<file path="src/rtl/round_controller_pkg.sv">
`default_nettype none
// ============================================================================
//  Module      : round_controller_pkg
//  Description : Shared definitions for the round sequencer. Holds the round
//                phase codes, player state codes, winner codes, default
//                tuning constants and small saturating arithmetic helpers.
//  Ports       : none (package)
//  Revision    : 1.0 - initial release
// ============================================================================
package round_controller_pkg;

    // Round phase, also driven out directly on the phase port
    typedef enum logic [2:0] {
        PHASE_IDLE      = 3'd0,
        PHASE_COUNTDOWN = 3'd1,
        PHASE_FIGHT     = 3'd2,
        PHASE_KO        = 3'd3,
        PHASE_MATCH_END = 3'd4
    } phase_e;

    // Player current_state codes as produced by the player instances
    typedef enum logic [3:0] {
        PST_IDLE      = 4'd0,
        PST_MOVE_FWD  = 4'd1,
        PST_MOVE_BACK = 4'd2,
        PST_ATK_START = 4'd3,
        PST_ATK_END   = 4'd4,
        PST_ATK_PULL  = 4'd5
    } player_state_e;

    typedef enum logic [1:0] {
        WIN_NONE = 2'd0,
        WIN_P1   = 2'd1,
        WIN_P2   = 2'd2
    } winner_e;

    localparam logic [6:0] c_max_health       = 7'd100;
    localparam logic [6:0] c_damage           = 7'd10;
    localparam logic [7:0] c_countdown_frames = 8'd180;
    localparam logic [7:0] c_ko_frames        = 8'd120;
    localparam logic [1:0] c_rounds_to_win    = 2'd2;

    // Health drops by the damage amount but never wraps below zero
    function automatic logic [6:0] sat_sub7(input logic [6:0] a, input logic [6:0] b);
        return (a > b) ? (a - b) : 7'd0;
    endfunction

    // Round counters stop at their maximum code
    function automatic logic [1:0] sat_inc2(input logic [1:0] a);
        return (a == 2'd3) ? 2'd3 : (a + 2'd1);
    endfunction

endpackage
`default_nettype wire

</file>
<file path="src/rtl/round_controller_if.sv">
`default_nettype none
// ============================================================================
//  Module      : round_controller_if
//  Description : Bundle between the frame/player side and the round
//                sequencer. The master side supplies frame tick, start,
//                player states and box corners; the slave (sequencer) drives
//                phase, enables, health, rounds, winner and hit pulses.
//  Ports       : none (signals listed below, grouped by modport)
//  Revision    : 1.0 - initial release
// ============================================================================
interface round_controller_if;

    logic       frame_tick;
    logic       start;
    logic [3:0] p1_state;
    logic [3:0] p2_state;

    logic [9:0] p1_hit_x1, p1_hit_x2, p1_hit_y1, p1_hit_y2;
    logic [9:0] p2_hit_x1, p2_hit_x2, p2_hit_y1, p2_hit_y2;
    logic [9:0] p1_hurt_x1, p1_hurt_x2, p1_hurt_y1, p1_hurt_y2;
    logic [9:0] p2_hurt_x1, p2_hurt_x2, p2_hurt_y1, p2_hurt_y2;

    logic       game_en;
    logic [2:0] phase;
    logic [6:0] p1_health;
    logic [6:0] p2_health;
    logic [1:0] p1_rounds;
    logic [1:0] p2_rounds;
    logic [1:0] winner;
    logic       p1_hit_pulse;
    logic       p2_hit_pulse;

    modport master (
        output frame_tick, start, p1_state, p2_state,
        output p1_hit_x1, p1_hit_x2, p1_hit_y1, p1_hit_y2,
        output p2_hit_x1, p2_hit_x2, p2_hit_y1, p2_hit_y2,
        output p1_hurt_x1, p1_hurt_x2, p1_hurt_y1, p1_hurt_y2,
        output p2_hurt_x1, p2_hurt_x2, p2_hurt_y1, p2_hurt_y2,
        input  game_en, phase, p1_health, p2_health,
        input  p1_rounds, p2_rounds, winner, p1_hit_pulse, p2_hit_pulse
    );

    modport slave (
        input  frame_tick, start, p1_state, p2_state,
        input  p1_hit_x1, p1_hit_x2, p1_hit_y1, p1_hit_y2,
        input  p2_hit_x1, p2_hit_x2, p2_hit_y1, p2_hit_y2,
        input  p1_hurt_x1, p1_hurt_x2, p1_hurt_y1, p1_hurt_y2,
        input  p2_hurt_x1, p2_hurt_x2, p2_hurt_y1, p2_hurt_y2,
        output game_en, phase, p1_health, p2_health,
        output p1_rounds, p2_rounds, winner, p1_hit_pulse, p2_hit_pulse
    );

endinterface
`default_nettype wire

</file>
<file path="src/rtl/round_controller_box_overlap.sv">
`default_nettype none
// ============================================================================
//  Module      : box_overlap
//  Description : Combinational inclusive rectangle intersection test between
//                an attacker box (a) and a defender box (b). Coordinates are
//                unsigned; touching edges count as overlap.
//  Ports       : i_a_x1/x2/y1/y2 - attacker box corners
//                i_b_x1/x2/y1/y2 - defender box corners
//                o_overlap       - high when the two boxes share any pixel
//  Revision    : 1.0 - initial release
// ============================================================================
module box_overlap (
    input  wire logic [9:0] i_a_x1,
    input  wire logic [9:0] i_a_x2,
    input  wire logic [9:0] i_a_y1,
    input  wire logic [9:0] i_a_y2,
    input  wire logic [9:0] i_b_x1,
    input  wire logic [9:0] i_b_x2,
    input  wire logic [9:0] i_b_y1,
    input  wire logic [9:0] i_b_y2,
    output logic            o_overlap
);

    logic w_x_overlap;
    logic w_y_overlap;

    always_comb begin
        w_x_overlap = (i_a_x1 <= i_b_x2) && (i_b_x1 <= i_a_x2);
        w_y_overlap = (i_a_y1 <= i_b_y2) && (i_b_y1 <= i_a_y2);
        o_overlap   = w_x_overlap && w_y_overlap;
    end

endmodule
`default_nettype wire

</file>
<file path="src/rtl/round_controller.sv">
`default_nettype none
// ============================================================================
//  Module      : round_controller
//  Description : Match/round sequencer between the frame tick and the two
//                players. Gates player movement, resolves hitbox vs hurtbox
//                contacts once per frame, applies damage, counts round wins
//                and steps the phase IDLE -> COUNTDOWN -> FIGHT -> KO ->
//                (COUNTDOWN | MATCH_END). All outputs are registered.
//  Ports       : clk  - system clock
//                rst  - synchronous active-high reset
//                bus  - round_controller_if.slave: frame_tick, start, player
//                       states and box corners in; game_en, phase, health,
//                       rounds, winner and hit pulses out
//  Revision    : 1.0 - initial release
// ============================================================================
module round_controller
    import round_controller_pkg::*;
#(
    parameter logic [6:0] MAX_HEALTH       = c_max_health,
    parameter logic [6:0] DAMAGE           = c_damage,
    parameter logic [7:0] COUNTDOWN_FRAMES = c_countdown_frames,
    parameter logic [7:0] KO_FRAMES        = c_ko_frames,
    parameter logic [1:0] ROUNDS_TO_WIN    = c_rounds_to_win,
    parameter logic [3:0] ACTIVE_STATE     = PST_ATK_END
) (
    input  wire logic          clk,
    input  wire logic          rst,
    round_controller_if.slave  bus
);

    // ------------------------------------------------------------------
    // State registers
    // ------------------------------------------------------------------
    phase_e     r_phase_q,        w_phase_d;
    logic [7:0] r_frame_cnt_q,    w_frame_cnt_d;
    logic [6:0] r_p1_health_q,    w_p1_health_d;
    logic [6:0] r_p2_health_q,    w_p2_health_d;
    logic [1:0] r_p1_rounds_q,    w_p1_rounds_d;
    logic [1:0] r_p2_rounds_q,    w_p2_rounds_d;
    logic [1:0] r_winner_q,       w_winner_d;
    logic       r_hit_done1_q,    w_hit_done1_d;
    logic       r_hit_done2_q,    w_hit_done2_d;
    logic       r_p1_hit_pulse_q, w_p1_hit_pulse_d;
    logic       r_p2_hit_pulse_q, w_p2_hit_pulse_d;
    logic       r_game_en_q,      w_game_en_d;

    // ------------------------------------------------------------------
    // Hit detection
    // ------------------------------------------------------------------
    logic w_ovl_p1_on_p2;   // P1 hitbox touches P2 hurtbox
    logic w_ovl_p2_on_p1;   // P2 hitbox touches P1 hurtbox
    logic w_p1_active;
    logic w_p2_active;
    logic w_hit1;           // P1 lands on P2 this tick
    logic w_hit2;           // P2 lands on P1 this tick

    box_overlap u_ovl_p1_on_p2 (
        .i_a_x1    (bus.p1_hit_x1),
        .i_a_x2    (bus.p1_hit_x2),
        .i_a_y1    (bus.p1_hit_y1),
        .i_a_y2    (bus.p1_hit_y2),
        .i_b_x1    (bus.p2_hurt_x1),
        .i_b_x2    (bus.p2_hurt_x2),
        .i_b_y1    (bus.p2_hurt_y1),
        .i_b_y2    (bus.p2_hurt_y2),
        .o_overlap (w_ovl_p1_on_p2)
    );

    box_overlap u_ovl_p2_on_p1 (
        .i_a_x1    (bus.p2_hit_x1),
        .i_a_x2    (bus.p2_hit_x2),
        .i_a_y1    (bus.p2_hit_y1),
        .i_a_y2    (bus.p2_hit_y2),
        .i_b_x1    (bus.p1_hurt_x1),
        .i_b_x2    (bus.p1_hurt_x2),
        .i_b_y1    (bus.p1_hurt_y1),
        .i_b_y2    (bus.p1_hurt_y2),
        .o_overlap (w_ovl_p2_on_p1)
    );

    always_comb begin
        w_p1_active = (bus.p1_state == ACTIVE_STATE);
        w_p2_active = (bus.p2_state == ACTIVE_STATE);
        // hit_done blocks a held attack frame from landing on every tick
        w_hit1      = w_p1_active && !r_hit_done1_q && w_ovl_p1_on_p2;
        w_hit2      = w_p2_active && !r_hit_done2_q && w_ovl_p2_on_p1;
    end

    // ------------------------------------------------------------------
    // Next-state logic
    // ------------------------------------------------------------------
    always_comb begin
        w_phase_d        = r_phase_q;
        w_frame_cnt_d    = r_frame_cnt_q;
        w_p1_health_d    = r_p1_health_q;
        w_p2_health_d    = r_p2_health_q;
        w_p1_rounds_d    = r_p1_rounds_q;
        w_p2_rounds_d    = r_p2_rounds_q;
        w_winner_d       = r_winner_q;
        w_hit_done1_d    = r_hit_done1_q;
        w_hit_done2_d    = r_hit_done2_q;
        w_p1_hit_pulse_d = 1'b0;
        w_p2_hit_pulse_d = 1'b0;

        case (r_phase_q)
            PHASE_IDLE: begin
                // start is a level and does not wait for a frame tick
                if (bus.start) begin
                    w_phase_d     = PHASE_COUNTDOWN;
                    w_frame_cnt_d = 8'd0;
                    w_p1_health_d = MAX_HEALTH;
                    w_p2_health_d = MAX_HEALTH;
                    w_hit_done1_d = 1'b0;
                    w_hit_done2_d = 1'b0;
                end
            end

            PHASE_COUNTDOWN: begin
                if (bus.frame_tick) begin
                    if (r_frame_cnt_q == COUNTDOWN_FRAMES - 8'd1) begin
                        w_phase_d     = PHASE_FIGHT;
                        w_frame_cnt_d = 8'd0;
                    end else begin
                        w_frame_cnt_d = r_frame_cnt_q + 8'd1;
                    end
                end
            end

            PHASE_FIGHT: begin
                if (bus.frame_tick) begin
                    // Re-arm once the attacker leaves the active frame
                    w_hit_done1_d = w_p1_active && (r_hit_done1_q || w_hit1);
                    w_hit_done2_d = w_p2_active && (r_hit_done2_q || w_hit2);

                    if (w_hit1) begin
                        w_p2_health_d    = sat_sub7(r_p2_health_q, DAMAGE);
                        w_p2_hit_pulse_d = 1'b1;
                    end
                    if (w_hit2) begin
                        w_p1_health_d    = sat_sub7(r_p1_health_q, DAMAGE);
                        w_p1_hit_pulse_d = 1'b1;
                    end

                    // KO is judged on post-damage health; a double KO is a
                    // draw and awards nobody
                    if ((w_p1_health_d == 7'd0) || (w_p2_health_d == 7'd0)) begin
                        w_phase_d     = PHASE_KO;
                        w_frame_cnt_d = 8'd0;
                        if ((w_p2_health_d == 7'd0) && (w_p1_health_d != 7'd0)) begin
                            w_p1_rounds_d = sat_inc2(r_p1_rounds_q);
                        end
                        if ((w_p1_health_d == 7'd0) && (w_p2_health_d != 7'd0)) begin
                            w_p2_rounds_d = sat_inc2(r_p2_rounds_q);
                        end
                    end
                end
            end

            PHASE_KO: begin
                if (bus.frame_tick) begin
                    if (r_frame_cnt_q == KO_FRAMES - 8'd1) begin
                        w_frame_cnt_d = 8'd0;
                        if ((r_p1_rounds_q == ROUNDS_TO_WIN) ||
                            (r_p2_rounds_q == ROUNDS_TO_WIN)) begin
                            w_phase_d  = PHASE_MATCH_END;
                            w_winner_d = (r_p1_rounds_q == ROUNDS_TO_WIN) ? WIN_P1 : WIN_P2;
                        end else begin
                            w_phase_d     = PHASE_COUNTDOWN;
                            w_p1_health_d = MAX_HEALTH;
                            w_p2_health_d = MAX_HEALTH;
                            w_hit_done1_d = 1'b0;
                            w_hit_done2_d = 1'b0;
                        end
                    end else begin
                        w_frame_cnt_d = r_frame_cnt_q + 8'd1;
                    end
                end
            end

            PHASE_MATCH_END: begin
                if (bus.start) begin
                    w_phase_d     = PHASE_COUNTDOWN;
                    w_frame_cnt_d = 8'd0;
                    w_p1_health_d = MAX_HEALTH;
                    w_p2_health_d = MAX_HEALTH;
                    w_p1_rounds_d = 2'd0;
                    w_p2_rounds_d = 2'd0;
                    w_winner_d    = WIN_NONE;
                    w_hit_done1_d = 1'b0;
                    w_hit_done2_d = 1'b0;
                end
            end

            default: begin
                w_phase_d = PHASE_IDLE;
            end
        endcase

        // Enable follows the phase being entered so it lines up with phase
        w_game_en_d = (w_phase_d == PHASE_FIGHT);
    end

    // ------------------------------------------------------------------
    // Registers
    // ------------------------------------------------------------------
    always_ff @(posedge clk) begin
        if (rst) begin
            r_phase_q        <= PHASE_IDLE;
            r_frame_cnt_q    <= 8'd0;
            r_p1_health_q    <= MAX_HEALTH;
            r_p2_health_q    <= MAX_HEALTH;
            r_p1_rounds_q    <= 2'd0;
            r_p2_rounds_q    <= 2'd0;
            r_winner_q       <= WIN_NONE;
            r_hit_done1_q    <= 1'b0;
            r_hit_done2_q    <= 1'b0;
            r_p1_hit_pulse_q <= 1'b0;
            r_p2_hit_pulse_q <= 1'b0;
            r_game_en_q      <= 1'b0;
        end else begin
            r_phase_q        <= w_phase_d;
            r_frame_cnt_q    <= w_frame_cnt_d;
            r_p1_health_q    <= w_p1_health_d;
            r_p2_health_q    <= w_p2_health_d;
            r_p1_rounds_q    <= w_p1_rounds_d;
            r_p2_rounds_q    <= w_p2_rounds_d;
            r_winner_q       <= w_winner_d;
            r_hit_done1_q    <= w_hit_done1_d;
            r_hit_done2_q    <= w_hit_done2_d;
            r_p1_hit_pulse_q <= w_p1_hit_pulse_d;
            r_p2_hit_pulse_q <= w_p2_hit_pulse_d;
            r_game_en_q      <= w_game_en_d;
        end
    end

    // ------------------------------------------------------------------
    // Outputs
    // ------------------------------------------------------------------
    assign bus.game_en      = r_game_en_q;
    assign bus.phase        = r_phase_q;
    assign bus.p1_health    = r_p1_health_q;
    assign bus.p2_health    = r_p2_health_q;
    assign bus.p1_rounds    = r_p1_rounds_q;
    assign bus.p2_rounds    = r_p2_rounds_q;
    assign bus.winner       = r_winner_q;
    assign bus.p1_hit_pulse = r_p1_hit_pulse_q;
    assign bus.p2_hit_pulse = r_p2_hit_pulse_q;

endmodule
`default_nettype wire

</file>
<file path="src/flat_wrapper.sv">
// flat-port wrapper written by rule: the top's interface ports become plain ports
module round_controller_flat import round_controller_pkg::*;
#(
    parameter logic [6:0] MAX_HEALTH       = c_max_health,
    parameter logic [6:0] DAMAGE           = c_damage,
    parameter logic [7:0] COUNTDOWN_FRAMES = c_countdown_frames,
    parameter logic [7:0] KO_FRAMES        = c_ko_frames,
    parameter logic [1:0] ROUNDS_TO_WIN    = c_rounds_to_win,
    parameter logic [3:0] ACTIVE_STATE     = PST_ATK_END
)
  (clk, rst, bus_frame_tick, bus_start, bus_p1_state, bus_p2_state, bus_p1_hit_x1, bus_p1_hit_x2, bus_p1_hit_y1, bus_p1_hit_y2, bus_p2_hit_x1, bus_p2_hit_x2, bus_p2_hit_y1, bus_p2_hit_y2, bus_p1_hurt_x1, bus_p1_hurt_x2, bus_p1_hurt_y1, bus_p1_hurt_y2, bus_p2_hurt_x1, bus_p2_hurt_x2, bus_p2_hurt_y1, bus_p2_hurt_y2, bus_game_en, bus_phase, bus_p1_health, bus_p2_health, bus_p1_rounds, bus_p2_rounds, bus_winner, bus_p1_hit_pulse, bus_p2_hit_pulse);
  round_controller_if bus_i ();
  input  wire logic clk;
  input  wire logic rst;
  input wire logic [$bits(bus_i.frame_tick)-1:0] bus_frame_tick;
  input wire logic [$bits(bus_i.start)-1:0] bus_start;
  input wire logic [$bits(bus_i.p1_state)-1:0] bus_p1_state;
  input wire logic [$bits(bus_i.p2_state)-1:0] bus_p2_state;
  input wire logic [$bits(bus_i.p1_hit_x1)-1:0] bus_p1_hit_x1;
  input wire logic [$bits(bus_i.p1_hit_x2)-1:0] bus_p1_hit_x2;
  input wire logic [$bits(bus_i.p1_hit_y1)-1:0] bus_p1_hit_y1;
  input wire logic [$bits(bus_i.p1_hit_y2)-1:0] bus_p1_hit_y2;
  input wire logic [$bits(bus_i.p2_hit_x1)-1:0] bus_p2_hit_x1;
  input wire logic [$bits(bus_i.p2_hit_x2)-1:0] bus_p2_hit_x2;
  input wire logic [$bits(bus_i.p2_hit_y1)-1:0] bus_p2_hit_y1;
  input wire logic [$bits(bus_i.p2_hit_y2)-1:0] bus_p2_hit_y2;
  input wire logic [$bits(bus_i.p1_hurt_x1)-1:0] bus_p1_hurt_x1;
  input wire logic [$bits(bus_i.p1_hurt_x2)-1:0] bus_p1_hurt_x2;
  input wire logic [$bits(bus_i.p1_hurt_y1)-1:0] bus_p1_hurt_y1;
  input wire logic [$bits(bus_i.p1_hurt_y2)-1:0] bus_p1_hurt_y2;
  input wire logic [$bits(bus_i.p2_hurt_x1)-1:0] bus_p2_hurt_x1;
  input wire logic [$bits(bus_i.p2_hurt_x2)-1:0] bus_p2_hurt_x2;
  input wire logic [$bits(bus_i.p2_hurt_y1)-1:0] bus_p2_hurt_y1;
  input wire logic [$bits(bus_i.p2_hurt_y2)-1:0] bus_p2_hurt_y2;
  output wire logic [$bits(bus_i.game_en)-1:0] bus_game_en;
  output wire logic [$bits(bus_i.phase)-1:0] bus_phase;
  output wire logic [$bits(bus_i.p1_health)-1:0] bus_p1_health;
  output wire logic [$bits(bus_i.p2_health)-1:0] bus_p2_health;
  output wire logic [$bits(bus_i.p1_rounds)-1:0] bus_p1_rounds;
  output wire logic [$bits(bus_i.p2_rounds)-1:0] bus_p2_rounds;
  output wire logic [$bits(bus_i.winner)-1:0] bus_winner;
  output wire logic [$bits(bus_i.p1_hit_pulse)-1:0] bus_p1_hit_pulse;
  output wire logic [$bits(bus_i.p2_hit_pulse)-1:0] bus_p2_hit_pulse;
  assign bus_i.frame_tick = bus_frame_tick;
  assign bus_i.start = bus_start;
  assign bus_i.p1_state = bus_p1_state;
  assign bus_i.p2_state = bus_p2_state;
  assign bus_i.p1_hit_x1 = bus_p1_hit_x1;
  assign bus_i.p1_hit_x2 = bus_p1_hit_x2;
  assign bus_i.p1_hit_y1 = bus_p1_hit_y1;
  assign bus_i.p1_hit_y2 = bus_p1_hit_y2;
  assign bus_i.p2_hit_x1 = bus_p2_hit_x1;
  assign bus_i.p2_hit_x2 = bus_p2_hit_x2;
  assign bus_i.p2_hit_y1 = bus_p2_hit_y1;
  assign bus_i.p2_hit_y2 = bus_p2_hit_y2;
  assign bus_i.p1_hurt_x1 = bus_p1_hurt_x1;
  assign bus_i.p1_hurt_x2 = bus_p1_hurt_x2;
  assign bus_i.p1_hurt_y1 = bus_p1_hurt_y1;
  assign bus_i.p1_hurt_y2 = bus_p1_hurt_y2;
  assign bus_i.p2_hurt_x1 = bus_p2_hurt_x1;
  assign bus_i.p2_hurt_x2 = bus_p2_hurt_x2;
  assign bus_i.p2_hurt_y1 = bus_p2_hurt_y1;
  assign bus_i.p2_hurt_y2 = bus_p2_hurt_y2;
  assign bus_game_en = bus_i.game_en;
  assign bus_phase = bus_i.phase;
  assign bus_p1_health = bus_i.p1_health;
  assign bus_p2_health = bus_i.p2_health;
  assign bus_p1_rounds = bus_i.p1_rounds;
  assign bus_p2_rounds = bus_i.p2_rounds;
  assign bus_winner = bus_i.winner;
  assign bus_p1_hit_pulse = bus_i.p1_hit_pulse;
  assign bus_p2_hit_pulse = bus_i.p2_hit_pulse;
  round_controller #(.MAX_HEALTH(MAX_HEALTH), .DAMAGE(DAMAGE), .COUNTDOWN_FRAMES(COUNTDOWN_FRAMES), .KO_FRAMES(KO_FRAMES), .ROUNDS_TO_WIN(ROUNDS_TO_WIN), .ACTIVE_STATE(ACTIVE_STATE)) u_core (.clk(clk), .rst(rst), .bus(bus_i));
endmodule
</file>
<file path="config.mk">
export PLATFORM = sky130hd
export DESIGN_NAME = round_controller_flat
export DESIGN_NICKNAME = d
export VERILOG_FILES = /design/src/rtl/round_controller_pkg.sv /design/src/rtl/round_controller_if.sv /design/src/rtl/round_controller_box_overlap.sv /design/src/rtl/round_controller.sv /design/src/flat_wrapper.sv
export SDC_FILE = /design/constraint.sdc
export NUM_CORES = 1
export LEC_CHECK = 0
export BUFFER_PORTS_ARGS = -buffer_cell sky130_fd_sc_hd__buf_2
export CAP_MARGIN = 20
export CORE_UTILIZATION = 35
export CTS_CLUSTER_SIZE = 30
export DETAILED_ROUTE_END_ITERATION = 6
export PLACE_DENSITY = 0.63
export SYNTH_ARGS = -nofsm -noshare
export SYNTH_HDL_FRONTEND = slang
export SYNTH_SLANG_ARGS = --single-unit
</file>
<file path="constraint.sdc">
create_clock -name clk -period 4 [get_ports clk]
set_input_delay 0.4 -clock clk [delete_from_list [all_inputs] [get_ports clk]]
set_output_delay 0.4 -clock clk [all_outputs]
set_load 0.01 [all_outputs]
</file>
# Word level (Yosys, flattened, before mapping)
# Index checks and enable logic that the tools add are counted.
word_totals:
  ram_bits: 0
  latchBits: 0
  mem_bits_ro: 0
  mem_count: 0
  output_inout_bits: 26
  reg_bits: 36
  word_cells: 148
op_classes:
  bitwise: 2
  multipliers: 0
  reduce_logical: 36
  muxes: 59
  magnitude_cmp: 10
  add_sub_neg: 5
  shift: 0
  eq_ne: 24
  n_div: 0
ops:
  columns: ["operator", "n"]
  rows:
  - ["2-to-1 mux 7 bit", 14]
  - ["<= comparator 10 bit", 8]
  - ["2-to-1 mux 8 bit", 7]
  - ["one-hot mux 7 bit (3 select lines)", 2]
  - ["one-hot mux 8 bit (4 select lines)", 1]
  - ["2-to-1 mux 2 bit", 13]
  - ["2-to-1 mux 3 bit", 8]
  - ["AND reduction 5 bit", 3]
  - ["> comparator 7 x 4 -> 1 bit, second input constant", 2]
  - ["logical AND 1 bit", 14]
  - ["zero test 7 bit", 2]
  - ["nonzero test 7 bit", 2]
  - ["subtractor 7 x 4 -> 7 bit, second input constant", 2]
  - ["inequality test 2 x 1 -> 1 bit, second input constant", 6]
  - ["one-hot mux 2 bit (2 select lines)", 3]
  - ["one-hot mux 3 bit (4 select lines)", 1]
  - ["AND reduction 6 bit", 2]
  - ["inequality test 2 bit, second input constant", 5]
  - ["== test 3 x 2 -> 1 bit, second input constant", 3]
  - ["adder 8 x 1 -> 8 bit, second input constant", 1]
  - ["== test 2 bit, second input constant", 4]
  - ["== test 4 x 3 -> 1 bit, second input constant", 2]
  - ["== test 8 x 7 -> 1 bit, second input constant", 1]
  - ["== test 8 bit, second input constant", 1]
  - ["14 further kinds", 29]

# Logic depth before layout (Yosys ltp)
depth:
  ltp_word: 13
  ltp_mapped: 12
  mapped_depth_nobuf: 11

# Cells and area by module
# From an unflattened synthesis, not the netlist that was laid out.
hier_totals:
  cells_unflattened: 584
  area_unflattened_um2: 4394.2
modules_own_cells:
  columns: ["module", "instances", "cells_per_inst", "area_per_inst_um2"]
  rows:
  - ["round_controller", 1, 298, 2327.2]
  - ["box_overlap", 2, 143, 1033.5]

# Worst setup path before layout
# No wires, ideal clock.
synth_path:
  kind: "input to register"
  start: "input port bus_p2_hurt_x2[3]"
  end: "register u_core.r_frame_cnt_q[2]"
  arrival_ps: 2953
  t_required_ps: 3905
  slack_ps: 952
  path_stages: 12
  path_cell_list: "inv_1 -> ha_1 -> a21o_1 -> a21o_1 -> a2111oi_2 -> o21ai_1 -> or3_1 -> clkbuf_1 -> a311o_1 -> o21bai_4 -> or3b_1 -> o311ai_1"
synth_via:
  elab_chain_cells: 11
synth_lines:
  columns: ["item", "line_no", "text"]
  rows:
  - ["start, declared", "flat_wrapper.sv:32", "input wire logic [$bits(bus_i.p2_hurt_x2)-1:0] bus_p2_hurt_x2;"]
  - ["<= comparator 10 bit", "round_controller_box_overlap.sv:28", "w_x_overlap = (i_a_x1 <= i_b_x2) && (i_b_x1 <= i_a_x2);"]
  - ["logical AND 1 bit", "round_controller_box_overlap.sv:28", null]
  - ["logical AND 1 bit", "round_controller_box_overlap.sv:30", "o_overlap = w_x_overlap && w_y_overlap;"]
  - ["logical AND 1 bit", "round_controller.sv:85", "w_hit1 = w_p1_active && !r_hit_done1_q && w_ovl_p1_on_p2;"]
  - ["2-to-1 mux 7 bit", "round_controller.sv:135", "if (w_hit1) begin"]
  - ["2-to-1 mux 7 bit", "round_controller.sv:130", "if (bus.frame_tick) begin"]
  - ["2-to-1 mux 7 bit", "round_controller.sv:105", "case (r_phase_q)"]
  - ["zero test 7 bit", "round_controller.sv:146", "if ((w_p1_health_d == 7'd0) || (w_p2_health_d == 7'd0)) begin"]
  - ["logical OR 1 bit", "round_controller.sv:146", null]
  - ["inequality test 2 x 1 -> 1 bit (no source line)", null, null]
  - ["AND reduction 6 bit (no source line)", null, null]
  - ["end signal, assigned", "round_controller.sv:222", "r_frame_cnt_q <= w_frame_cnt_d;"]
  - ["end, declared", "round_controller.sv:35", "logic [7:0] r_frame_cnt_q, w_frame_cnt_d;"]
# Every way passes these cells. The select of a mux whose other input is x is not followed.
# A chain may end at the register's enable or synchronous reset.

# Final worst setup path
layout_path:
  start: "register u_core.r_p1_health_q[1] (netlist: u_core.bus.p1_health[1])"
  end: "register u_core.r_p1_rounds_q[0] (netlist: u_core.bus.p1_rounds[0])"
layout_via:
  elab_chain_cells: 9
  elab_cells_between_ends: 13
layout_lines:
  columns: ["item", "line_no", "text"]
  rows:
  - ["start, declared", "round_controller.sv:36", "logic [6:0] r_p1_health_q, w_p1_health_d;"]
  - ["start signal, assigned", "round_controller.sv:223", "r_p1_health_q <= w_p1_health_d;"]
  - ["subtractor 7 x 4 -> 7 bit or > comparator 7 x 4 -> 1 bit (tied branches)", "round_controller_pkg.sv:45", "return (a > b) ? (a - b) : 7'd0;"]
  - ["2-to-1 mux 7 bit", "round_controller_pkg.sv:45", null]
  - ["2-to-1 mux 7 bit *", "round_controller.sv:139", "if (w_hit2) begin"]
  - ["2-to-1 mux 7 bit *", "round_controller.sv:130", null]
  - ["2-to-1 mux 7 bit *", "round_controller.sv:105", null]
  - ["nonzero test 7 bit or zero test 7 bit (tied branches)", "round_controller.sv:149, round_controller.sv:146", null]
  - ["logical AND 1 bit or logical OR 1 bit (tied branches)", "round_controller.sv:149, round_controller.sv:146", null]
  - ["inequality test 2 x 1 -> 1 bit (no source line)", null, null]
  - ["AND reduction 5 bit (no source line) *", null, null]
  - ["end signal, assigned", "round_controller.sv:225", "r_p1_rounds_q <= w_p1_rounds_d;"]
  - ["end, declared", "round_controller.sv:38", "logic [1:0] r_p1_rounds_q, w_p1_rounds_d;"]
# Mark *: on every way between the ends. The rest lies on a longest branch, timed or not. The select of a mux whose other input is x is not followed.

==> metrics.md <==
| Metric | Value |
|---|---|
| Status | finished, final reports clean |
| Initial antenna violation count | 0 |
| CTS tree | yes |
| Adder-cell share of the synthesized area | 23.8% |
| First-pass GRT wire length | 20.2 mm |
| Type of the worst setup path | reg -> reg |
| Final hold violations | 0 |
| Post-synth EDFFs | 0 |
| Htree depth | 2 |
| Post-placement cell area | roughly 5500 um^2 |
| Reg2reg start | u_core.bus.p1_health[1] |
| Detail Route Antenna Nets | 0 |
| Slew Viols, Final | 0 |
| Top cells by area, synth | ha_1 24%, dfxtp_1 17%, inv_1 8.6% |
| Cts hold-fix bufs | 0 |
| Clk slew on worst S/H paths | 60 ps |
| Cell depth of the worst hold path | 2 |
| Port Buf Inserts | 197 |
| Post-synth top flop | dfxtp_1 |
| Area growth from synthesis to layout | 30.6% |
| Pre-Repair DR Iteration Count | 4 |
| FF+latch count, synth | 36 |
| Synth Area in Compound Gates | 24.9% |
| FF-to-FF End | u_core.bus.p1_rounds[0] |
| Clock root cell | clkbuf_16 |
| Mapped Area | roughly 4400 um^2 |
| Die span in y | 114 um |
| Wirelength, routed | 12.1 mm |
| Final std cells w/o fill | 953 |
| Mux share of post-synthesis cell area | 0.975% |
| FF+latch area | 721 um^2 |
| Minimum clock period | 3080 ps |
| Post-synth ARST share | 0% |
| GRT Total Usage | 18.9% |
| Die X | 114 um |
| Cells on worst reg2reg path | 9 |
| Clk_lat worst skew | 280 ps |
| Worst slew margin | 39.0% |
| Total CTS buffers | 5 |
| FMAX | 0.325 GHz |
| Area of the multi-input gates | 3220 um^2 |
| Clk sinks | 36 |
| Post-CTS Setup Inserts | 0 |
| Cells after Synth | ~590 |
| Worst IR Drop VDD | about 0.16 mV |
| Post_cts resized | 0 |
| DR WL/cell | 12.7 um |
| Crit path DAT | 3280 ps |
| DRC errors left | 0 |
| Synth cell types | 67 |
| I/O Pins | 198 |
| Yosys top cell area share | 23.8% |
| WHS Endpoint | u_core.bus.winner[1] |
| Yosys warns | 0 |
| Final period utilization | 76.9% |
| Commonest non-fill, non-tap cell in the layout | buf_2 |
| Initial Util | 36.2% |
| CTS Buffer Depth | 2 |
| CP required | 4200 ps |
| Design Area, Final | between 5000 and 6000 um^2 |
| Row count | 40 |
| Ant diodes | 0 |
| Setup ws final | between 900 and 1000 ps |
| Lkg Pwr | a little under 3 nW |
| Pin count of the biggest net entering global routing | 31 |
| Total power | around 1.1 mW |
| Worst-Margin Slew | 905 ps |
| Via count | 4803 |
| HP Class | reg -> reg |
| Final clock skew | 4.88 ps |
| Die ar. | roughly 13000 um^2 |
| Crit end category | flop |
| Number of endpoints failing setup at the final stage | 0 |
| R2R setup slack | 920 ps |
| Post-synth top area cell | ha_1 |
| DPL Wire Length | 10.3 mm |
| DR vias/cell | a little over 5 |
| Fraction of layout cells with a size suffix above 1 | 29.4% |
| GRT overflow | 0 |
| Dpl ws | 667 ps |
| Seq/Total Area, Yosys | 16.5% |
| Placed Cells incl. Taps | 945 |
| NumNets Final | 1039 |
| Sum of negative setup slack | 0 ps |
| Hold Startpoint | u_core.bus.winner[1] |
| Std-Cell Core Area | 12100 um^2 |
| DR iter-0 viols | 143 |
| Number of global-route vias before repair | 4643 |
| Filler cell count | 1221 |
| Most frequent cells in the layout | 197 x buf_2, 100 x inv_1, 83 x ha_1 |
| Startpoint class of the critical path | flop |
| CP max FO | 8 |
| RSZ-0062 raised after global routing | no |
| Max cap viols | 0 |
| Power per Cell Area | 199 nW/um^2 |
| Mapped Avg Cell Area | 7.41 um^2 |
| Synth Area in XOR/XNOR | 0% |
| Post-synth net total | around 840 |
| Post-synthesis simple-gate area fraction | 24.2% |
| Largest family of logic cells by synthesized area | compound AO/OA/AOI/OAI gates |
| Gpl congestion | just over 0.9 |
-- layout make-up --
class                           instances  area share, %
Multi-Input combinational cell        442           56.6
Timing Repair Buffer                  199           17.6
Clock inverter                          3          0.746
Tap cell                              168           3.69
Clock buffer                            5           2.20
Sequential cell                        36           12.6
Inverter                              100           6.59
-- sequential cells by signal, summed over array words and instances (netlist names) --
name and flops:
u_core.r_hit_done1_q 1, u_core.bus.p1_rounds 2, u_core.bus.p1_hit_pulse 1, u_core.bus.p2_rounds 2
u_core.bus.p2_hit_pulse 1, u_core.bus.winner 2, u_core.bus.game_en 1, u_core.r_frame_cnt_q 8
u_core.bus.p2_health 7, u_core.r_hit_done2_q 1, u_core.bus.p1_health 7, u_core.bus.phase 3
-- cell families (layout without fill, tap and decap cells) --
group,Yosys count,in the layout
mux,4,4
flops,36,36
simple gates,197,197
compound gates,158,158
buf+inv,111,307
fa+ha+maj,83,83
-- stage by stage --
step / hold WS, ps / util (%)
3_3_place_gp: 445 / 45.9
2_1_floorplan: 440 / -
6_report: 457 / 47.3
3_5_place_dp: 457 / 45.9
5_1_grt: 488 / 47.3
4_1_cts: 464 / 47.3
-- layer usage --
| metal | part of all wire, % | global-route usage, % | vias to the layer above |
|---|---|---|---|
| li1 | - | - | 2490 |
| met1 | 44 | 23.3 | 2132 |
| met3 | 7.1 | 3.45 | 15 |
| met5 | 0 | 0 | - |
| met4 | 1.5 | 4.82 | 0 |
| met2 | 47 | 33.7 | 166 |
-- worst max-delay path: stages, from the launching register on --
cell and delay [ps]:
dfxtp_1 460, or3b_4 450, a2111oi_4 540, nor2_2 90
or2_0 230, a2111o_1 420, o21a_4 160, o21ai_2 140
mux2_2 350, nor3_1 160
-- worst max path at each step --
stage                            start                      end  slack (ps)
2_1_floorplan        bus_p2_hurt_x2[3]  u_core.r_frame_cnt_q[2]         950
3_3_place_gp         bus_p2_hurt_x2[3]  u_core.r_frame_cnt_q[2]         710
3_5_place_dp         bus_p2_hurt_y1[5]  u_core.r_frame_cnt_q[2]         670
4_1_cts        u_core.bus.p1_health[1]  u_core.bus.p1_rounds[0]         930
5_1_grt              bus_p2_hurt_y1[3]  u_core.r_frame_cnt_q[2]         710
6_report       u_core.bus.p1_health[1]  u_core.bus.p1_rounds[0]         920
-- Yosys cell counts, types with 10 or more instances --
master,count
nand2_1,41
clkbuf_1,10
nor2_1,41
inv_1,100
a31oi_1,10
nand2b_1,17
o21ai_0,31
dfxtp_1,36
nor3_1,19
nand4_1,16
a211oi_1,11
ha_1,83
a21oi_1,44
-- power breakdown --
part	leakage, nW	switching, mW	internal (mW)
clock network	0.0798	0.152	0.293
logic	2.56	0.166	0.159
registers	0.290	0.00450	0.360
total	2.93	0.322	0.812
Note: power is estimated with default switching activity, not from simulation.
